$ cat config.mk
export PLATFORM = sky130hd
export DESIGN_NAME = commit_trace_buffer
export DESIGN_NICKNAME = d
export VERILOG_FILES = /design/src/rtl/commit_trace_buffer_pkg.sv /design/src/rtl/commit_trace_buffer_trace_fifo.sv /design/src/rtl/commit_trace_buffer.sv
export SDC_FILE = /design/constraint.sdc
export NUM_CORES = 2
export LEC_CHECK = 0
export CORE_MARGIN = 2
export CORE_UTILIZATION = 55
export CTS_CLUSTER_DIAMETER = 40
export DETAILED_ROUTE_END_ITERATION = 10
export PLACE_DENSITY = 0.75
export SLEW_MARGIN = 20
export SYNTH_ARGS = -nofsm -noshare
export SYNTH_HDL_FRONTEND = slang
export SYNTH_SLANG_ARGS = --single-unit
$ cat constraint.sdc
create_clock -name clk -period 14.6 [get_ports clk]
set_clock_uncertainty 0.15 [all_clocks]
set_input_delay 2.92 -clock clk [delete_from_list [all_inputs] [get_ports clk]]
set_output_delay 2.92 -clock clk [all_outputs]
set_load 0.005 [all_outputs]
$ cat src/rtl/commit_trace_buffer_pkg.sv
// commit_trace_buffer_pkg: shared trace record type, widths and opcode constants for trace consumers
package commit_trace_buffer_pkg;
  localparam int TRACE_DEPTH = 16;
  localparam int XLEN = 32;
  localparam int PHY_W = 6;
  localparam int SEQ_W = 32;
  localparam logic [6:0] OPC_LOAD = 7'h03;
  localparam logic [6:0] OPC_STORE = 7'h23;
  localparam logic [6:0] OPC_BRANCH = 7'h63;
  localparam logic [6:0] OPC_JAL = 7'h6f;
  localparam logic [6:0] OPC_JALR = 7'h67;
  localparam logic [6:0] OPC_OP = 7'h33;
  localparam logic [6:0] OPC_OP_IMM = 7'h13;
  localparam logic [6:0] OPC_LUI = 7'h37;
  localparam logic [6:0] OPC_AUIPC = 7'h17;
  localparam logic [6:0] OPC_SYSTEM = 7'h73;
  typedef struct packed {
    logic [SEQ_W-1:0] seq;
    logic [XLEN-1:0]  pc;
    logic [XLEN-1:0]  instr;
    logic             we;
    logic [4:0]       rd_arch;
    logic [PHY_W-1:0] rd_phy;
    logic [XLEN-1:0]  wdata;
  } TRACE_REC_t;
endpackage

$ cat src/rtl/commit_trace_buffer_trace_fifo.sv
// trace_fifo: generic DEPTH x WIDTH show-ahead FIFO with sync clear; head reads 0 when empty
module trace_fifo #(
  parameter int DEPTH = 16,
  parameter int WIDTH = 8
) (
  input  logic                     clk,
  input  logic                     rst_n,
  input  logic                     clear,
  input  logic                     push,
  input  logic                     pop,
  input  logic [WIDTH-1:0]         wdata,
  output logic [WIDTH-1:0]         rdata,
  output logic                     full,
  output logic                     empty,
  output logic [$clog2(DEPTH):0]   count
);
  localparam int AW = $clog2(DEPTH);
  logic [WIDTH-1:0] mem [DEPTH];
  logic [AW-1:0] wptr, rptr;
  logic do_push, do_pop;
  assign empty = count == '0;
  assign full = count == (AW+1)'(DEPTH);
  assign do_pop = pop & !empty;
  assign do_push = push & (!full | do_pop);
  assign rdata = empty ? '0 : mem[rptr];
  // pointers and occupancy; pointers wrap naturally since DEPTH is a power of two
  always_ff @(posedge clk or negedge rst_n) begin
    if (!rst_n) begin
      wptr <= '0;
      rptr <= '0;
      count <= '0;
    end else if (clear) begin
      wptr <= '0;
      rptr <= '0;
      count <= '0;
    end else begin
      if (do_push) wptr <= wptr + 1'b1;
      if (do_pop) rptr <= rptr + 1'b1;
      count <= (do_push & !do_pop) ? count + (AW+1)'(1) : (do_pop & !do_push) ? count - (AW+1)'(1) : count;
    end
  end
  // storage array; contents are don't-care until written
  always_ff @(posedge clk) begin
    if (do_push) mem[wptr] <= wdata;
  end
endmodule

$ cat src/rtl/commit_trace_buffer.sv
// commit_trace_buffer: FIFO of ROB commit trace records; COMMIT_TRACE_STALL_EN selects lossless stall mode over drop mode
module commit_trace_buffer
  import commit_trace_buffer_pkg::*;
#(
  parameter int DEPTH = TRACE_DEPTH,
  parameter int DROP_W = 16
) (
  input  logic                   clk,
  input  logic                   rst_n,
  input  logic                   clear_i,
  input  logic                   commit_valid_i,
  output logic                   commit_ready_o,
  input  logic [XLEN-1:0]        commit_pc_i,
  input  logic [XLEN-1:0]        commit_instr_i,
  input  logic                   commit_we_i,
  input  logic [4:0]             commit_rd_arch_i,
  input  logic [PHY_W-1:0]       commit_rd_phy_i,
  input  logic [XLEN-1:0]        commit_wdata_i,
  output logic                   trace_valid_o,
  input  logic                   trace_ready_i,
  output TRACE_REC_t             trace_rec_o,
  output logic [$clog2(DEPTH):0] count_o,
  output logic [DROP_W-1:0]      drop_cnt_o,
  output logic                   overflow_o
);
  logic full, empty, alive, pop, accept, seq_adv;
  logic [SEQ_W-1:0] seq;
  TRACE_REC_t rec;
  assign pop = trace_valid_o & trace_ready_i;
  assign trace_valid_o = !empty;
  assign commit_ready_o = alive & !full;
`ifdef COMMIT_TRACE_STALL_EN
  assign accept = commit_valid_i & commit_ready_o;
  assign seq_adv = accept;
  assign drop_cnt_o = '0;
  assign overflow_o = 1'b0;
`else
  logic drop;
  assign accept = commit_valid_i & (!full | pop);
  assign drop = commit_valid_i & !accept;
  assign seq_adv = commit_valid_i;
  // saturating drop counter and sticky overflow flag
  always_ff @(posedge clk or negedge rst_n) begin
    if (!rst_n) begin
      drop_cnt_o <= '0;
      overflow_o <= 1'b0;
    end else if (clear_i) begin
      drop_cnt_o <= '0;
      overflow_o <= 1'b0;
    end else if (drop) begin
      drop_cnt_o <= &drop_cnt_o ? drop_cnt_o : drop_cnt_o + 1'b1;
      overflow_o <= 1'b1;
    end
  end
`endif
  // alive holds commit_ready_o low until the first clock after reset release; seq numbers every counted commit
  always_ff @(posedge clk or negedge rst_n) begin
    if (!rst_n) begin
      alive <= 1'b0;
      seq <= '0;
    end else begin
      alive <= 1'b1;
      seq <= clear_i ? '0 : seq_adv ? seq + 1'b1 : seq;
    end
  end
  // record assembly; writes to x0 are never reported as writes
  always_comb begin
    rec = '{seq: seq, pc: commit_pc_i, instr: commit_instr_i, we: commit_we_i & (|commit_rd_arch_i),
            rd_arch: commit_rd_arch_i, rd_phy: commit_rd_phy_i, wdata: commit_wdata_i};
  end
  trace_fifo #(.DEPTH(DEPTH), .WIDTH($bits(TRACE_REC_t))) u_fifo (
    .clk(clk),
    .rst_n(rst_n),
    .clear(clear_i),
    .push(accept & !clear_i),
    .pop(pop),
    .wdata(rec),
    .rdata(trace_rec_o),
    .full(full),
    .empty(empty),
    .count(count_o)
  );
endmodule

### After elaboration in Yosys (flattened, before gate mapping)

Memory sizes are Yosys's and may differ from the RTL's.
Index checks and enable logic that the tools add are counted.

* memories kept: 1
* memory bits (read-only): 0
* latch bits: 0
* bits in writable memories: 2240
* word-level logic and storage cells: 60
* bits of input ports: 113
* bits in registers: 63
* output and inout bits: 164

* div/mod/pow operators: 0
* reduce and logical (&&, ||, !) cells: 15
* mux-type cells: 17
* $lt $le $gt $ge: 0
* bitwise operators: 12
* shifts and indexed selects: 0
* add/subtract/negate cells: 6
* eq/ne operators: 2
* multipliers: 0

Memories
* u_fifo.mem: depth 16, bits a word 140, rd ports 1, clocked after Yosys merged registers in 0, wr ports 1, RTL line commit_trace_buffer_trace_fifo.sv:18 `logic [WIDTH-1:0] mem [DEPTH];`

Operators by type and width (count)
* $mux W140: 1
* $mux W32: 2
* $mux W16: 3
* $add A32 B1 Y32 const B: 1
* $add A16 B1 Y16 const B: 1
* $mux W4: 4
* $reduce_and A16 Y1: 1
* $mux W5: 3
* $and A1 B1 Y1: 10
* $add A4 B1 Y4 const B: 2
* $reduce_bool A2 Y1: 4
* $logic_not A1 Y1: 6
* $add A5 B1 Y5 const B: 1
* $eq A5 B5 Y1 const B: 1
* $logic_not A5 Y1: 1
* $reduce_or A5 Y1: 1
* $sub A5 B1 Y5 const B: 1
* $mux W1: 4
* $reduce_bool A3 Y1: 1
* $ne A2 B2 Y1 const B: 1
* $or A1 B1 Y1: 2
* $reduce_and A2 Y1: 1

### Longest topological paths before layout

* depth in word-level cells: 12
* depth in mapped cells: 10

### Hierarchy

A second synthesis with hierarchy kept.

* cell total of the unflattened synthesis: 3822
* area total of the unflattened synthesis: 88045.7 um2

Modules (own cells, without submodules)
* trace_fifo: cells an instance 3539, seq. area each 67589.8 um2, times used 1, area each 85373.1 um2
* commit_trace_buffer: cells an instance 283, seq. area each 1251.2 um2, times used 1, area each 2672.6 um2

### Worst setup path before layout

Ideal clock, no wire load.

* path type: in2reg
* from: input commit_valid_i
* to: memory u_fifo.mem[0][0] in the netlist's numbering (enable)
* setup time: 0.982 ns
* stages: 4
* slack: -3.214 ns
* arrival: 16.681 ns
* path buffers: 1
* cell sequence: clkbuf_1 -> nor2b_1 -> o21ai_1 -> nor4_1

* longest elaborated chain between the ends: 5

RTL lines
* from (decl): RTL line commit_trace_buffer.sv:11 `input logic commit_valid_i,`
* $and A1 B1 Y1: RTL line commit_trace_buffer.sv:39 `assign accept = commit_valid_i & (!full | pop);`
* $and A1 B1 Y1: RTL line commit_trace_buffer.sv:75 `.push(accept & !clear_i),`
* $and A1 B1 Y1: RTL line commit_trace_buffer_trace_fifo.sv:24 `assign do_push = push & (!full | do_pop);`
* $mux W1: RTL line commit_trace_buffer_trace_fifo.sv:44 `if (do_push) mem[wptr] <= wdata;`
* $mux W1 (implied by the code): RTL line commit_trace_buffer_trace_fifo.sv:44
* to (decl): RTL line commit_trace_buffer_trace_fifo.sv:18

Every way passes these cells.

==> qor.yml <==
design.core.area_mm2: 0.159
drt_pass1_iterations: 6
max_cap_violations: 0
clkTransAtPathRegs_ns: 0.05
min-delay-path-class: "flop to flop"
syn_nets: 3956
remaining_drc_errors: 0
dp_hpwl_um: 92200
combPwrFrac: 0.167
start_kind: "flop"
synthMuxAreaShare: 0.178
critPathMaxFanout: 169
clock_path_buffers: 4
fin_ws_ns: 6.04
layout.nets: 4379
synthDistinctLibCells: 51
fin_cells: 6537
crit_type: "flop to primary output"
place_ws_ns: 7.09
synth_seq_cells: 2303
power_leakage_uw: 0.0317
yosys_warnings: 0
synth_area_leaders: "edfxtp_1 76%, mux4_2 14%, mux2i_1 3.2%, dfrtp_1 1.8%, o22ai_1 0.99%"
synth_flop_cell: "edfxtp_1"
grt_usage: 0.244
post_cts_resized: 0
cts_tree: "yes"
num_vias: 42100
p_sw_uw: 4170
clkPwrFrac: 0.403
die_area_mm2: 0.163
cts_setup_buffers: 0
yosysSeqAreaShare: 0.781
fmax_mhz: 117
grt_pass1_vias: 43800
synthesis.area_mm2: 0.0881
async_flop_share: 0.0274
rsz0062_at_grt: "no"
peakVddDrop_mv: 0.127
period_minus_slack_ns: 8.56
synth.top_cell.area_share: 0.763
numCtsBuffers: 291
gp_congestion: 0.723
hold_buffers: 0
status: "finished, final reports clean"
synthToLayoutAreaGrowth_pct: 16.6
internal_power_uw: 13000
fin_crit_sh: 0.586
h-tree-depth: 5
hold_start: "overflow_o"
final_max_slew_viol_count: 0
hold_slack_ns: 0.366
dp_cells: 6033
final_layout_size_suffix_gt1_frac: 0.248
synthCells: 3831
reg2reg_from: "u_fifo.count[0]"
viasPerCell: 6.44
yosys.area_share.simple: 0.0121
routedWlPerCell_um: 30.3
synth-adder-area-share: 0.00179
max_slew_margin: 0.177
die_h_um: 404
drtIter0Drc: 4626
antenna_found_initial: 19
detail-route-antenna-nets: 0
worst_pin_slew_ns: 1.23
synth_top_cell_by_area: "edfxtp_1"
insertion_delay_ns: 0.91
start_util: 0.555
wirelength_um: 198000
die_w_um: 404
avgSynthCellArea_um2: 23.0
synth-xor-area-share: 0.00189
final-setup-viol-count: 0
cts.sinks: 2303
port_buffers: 276
io_pins: 277
endpoint_kind: "primary output"
synth_enable_flop_cells: 2240
synth_compound_area_frac: 0.0148
fin_util: 0.647
worstPathRequired_ns: 11.53
root_buffer: "clkbuf_16"
cp_data_arrival_time_ns: 5.49
sequentialPowerShare: 0.430
power_density_mw_per_mm2: 167
synth_top_family_by_area: "multiplexers"
gr-total-overflow: 0
grt_max_degree: 170
hold_viol_final: 0
rows: 146
p_sw_frac: 0.242
grt_first_pass_wirelength_um: 291000
critPathLaunch: "u_fifo.rptr[1]"
worst max-delay path: stages (launching register included):
cell and delay [ns]:
dfrtp_4 1.08, buf_12 0.70, buf_4 0.98, mux4_2 0.37, mux2i_1 0.09, o22ai_1 0.39, clkdlybuf4s50_1 0.59
sequential cells by signal, indices dropped and copies added, names as in the netlist:
register,count
alive,1
drop_cnt_o,16
overflow_o,1
seq,32
u_fifo.count,5
u_fifo.mem,2240
u_fifo.rptr,4
u_fifo.wptr,4
synthesized netlist by cell type, drive strengths merged, types with 4 or more instances:
| library cell | n |
|---|---|
| nand2 | 21 |
| nand4 | 12 |
| mux2 | 18 |
| and2 | 10 |
| or3 | 8 |
| nand2b | 4 |
| o211ai | 4 |
| buf | 83 |
| nor3 | 10 |
| or4 | 14 |
| nor2b | 16 |
| nor2 | 46 |
| and4 | 9 |
| a21oi | 26 |
| o22ai | 140 |
| mux4 | 560 |
| and3 | 6 |
| clkbuf | 132 |
| o31ai | 11 |
| mux2i | 284 |
| nor4 | 11 |
| ha | 11 |
| dfrtp | 63 |
| edfxtp | 2240 |
| a211oi | 5 |
| inv | 16 |
| nand3 | 22 |
| o21ai | 12 |
| xor2 | 13 |
| xnor2 | 6 |
metal layers:
layer	track usage	vias to the layer above	share of wire
met4	0.0786	22	0.027
met5	0	-	0.00064
met2	0.396	2029	0.50
li1	-	17200	-
met1	0.338	22400	0.39
met3	0.0507	367	0.081
final timing paths:
check | depth (start not counted) | slack [ns] | to
min in group asynchronous | 1 | 1.98 | drop_cnt_o[14]
worst min-delay path | 2 | 0.37 | overflow_o
worst min register to register | 2 | 0.37 | overflow_o
worst max register to register | 6 | 10.34 | u_fifo.mem[6][116]
max in group asynchronous | 1 | 11.59 | u_fifo.rptr[0]
worst max-delay path | 6 | 6.04 | trace_rec_o[43]
cell usage in the layout (no fill, tap or decap), drive strengths merged, types with 12 or more instances in the layout:
master	synthesis	final
buf	83	71
mux4	560	560
a21oi	26	26
clkbuf	132	339
nand2	21	21
or4	14	14
dfrtp	63	63
nor2	46	46
nand3	22	22
nor2b	16	16
mux2i	284	284
clkinvlp	0	22
mux2	18	18
xor2	13	13
bufinv	0	27
o22ai	140	140
inv	16	59
clkinv	0	68
edfxtp	2240	2240
o21ai	12	12
nand4	12	12
clkdlybuf4s50	0	274
cell type report:
cell class,count,area [µm²]
antenna,5,12.5
inverter,16,60.1
fill,9911,56000
clock inverter,160,1760
timing repair buffer,345,3430
clock buffer,339,7580
multi-input combinational,1297,18400
tap,2072,2590
sequential,2303,68900
logic make-up after synthesis:
family,count (synthesis)
flip-flops,2303
AND/OR/NAND/NOR,194
buffers and inverters,231
XOR/XNOR,19
AO/OA/AOI/OAI,209
other,1
adder cells (fa/ha/maj),12
multiplexers,862
metrics by stage:
step / cell area [µm²] / setup TNS, ns / total power, µW
finish: 103000 / 0 / 17200
global route: 103000 / 0 / 17700
CTS: 103000 / 0 / 17300
detailed placement: 93400 / 0 / 10400
global placement: 93400 / 0 / 10400
floorplan: 88100 / -1799.26 / 9290
power by group through the flow:
stage	Combinational (µW)	Sequential [µW]	Clock, µW
5_1_grt	3060	7400	7280
2_1_floorplan	1800	7500	0
3_3_place_gp	2870	7520	0
6_report	2870	7390	6920
4_1_cts	2910	7390	7010
3_5_place_dp	2880	7530	0
No activity file was read; power rests on OpenSTA's default activity.
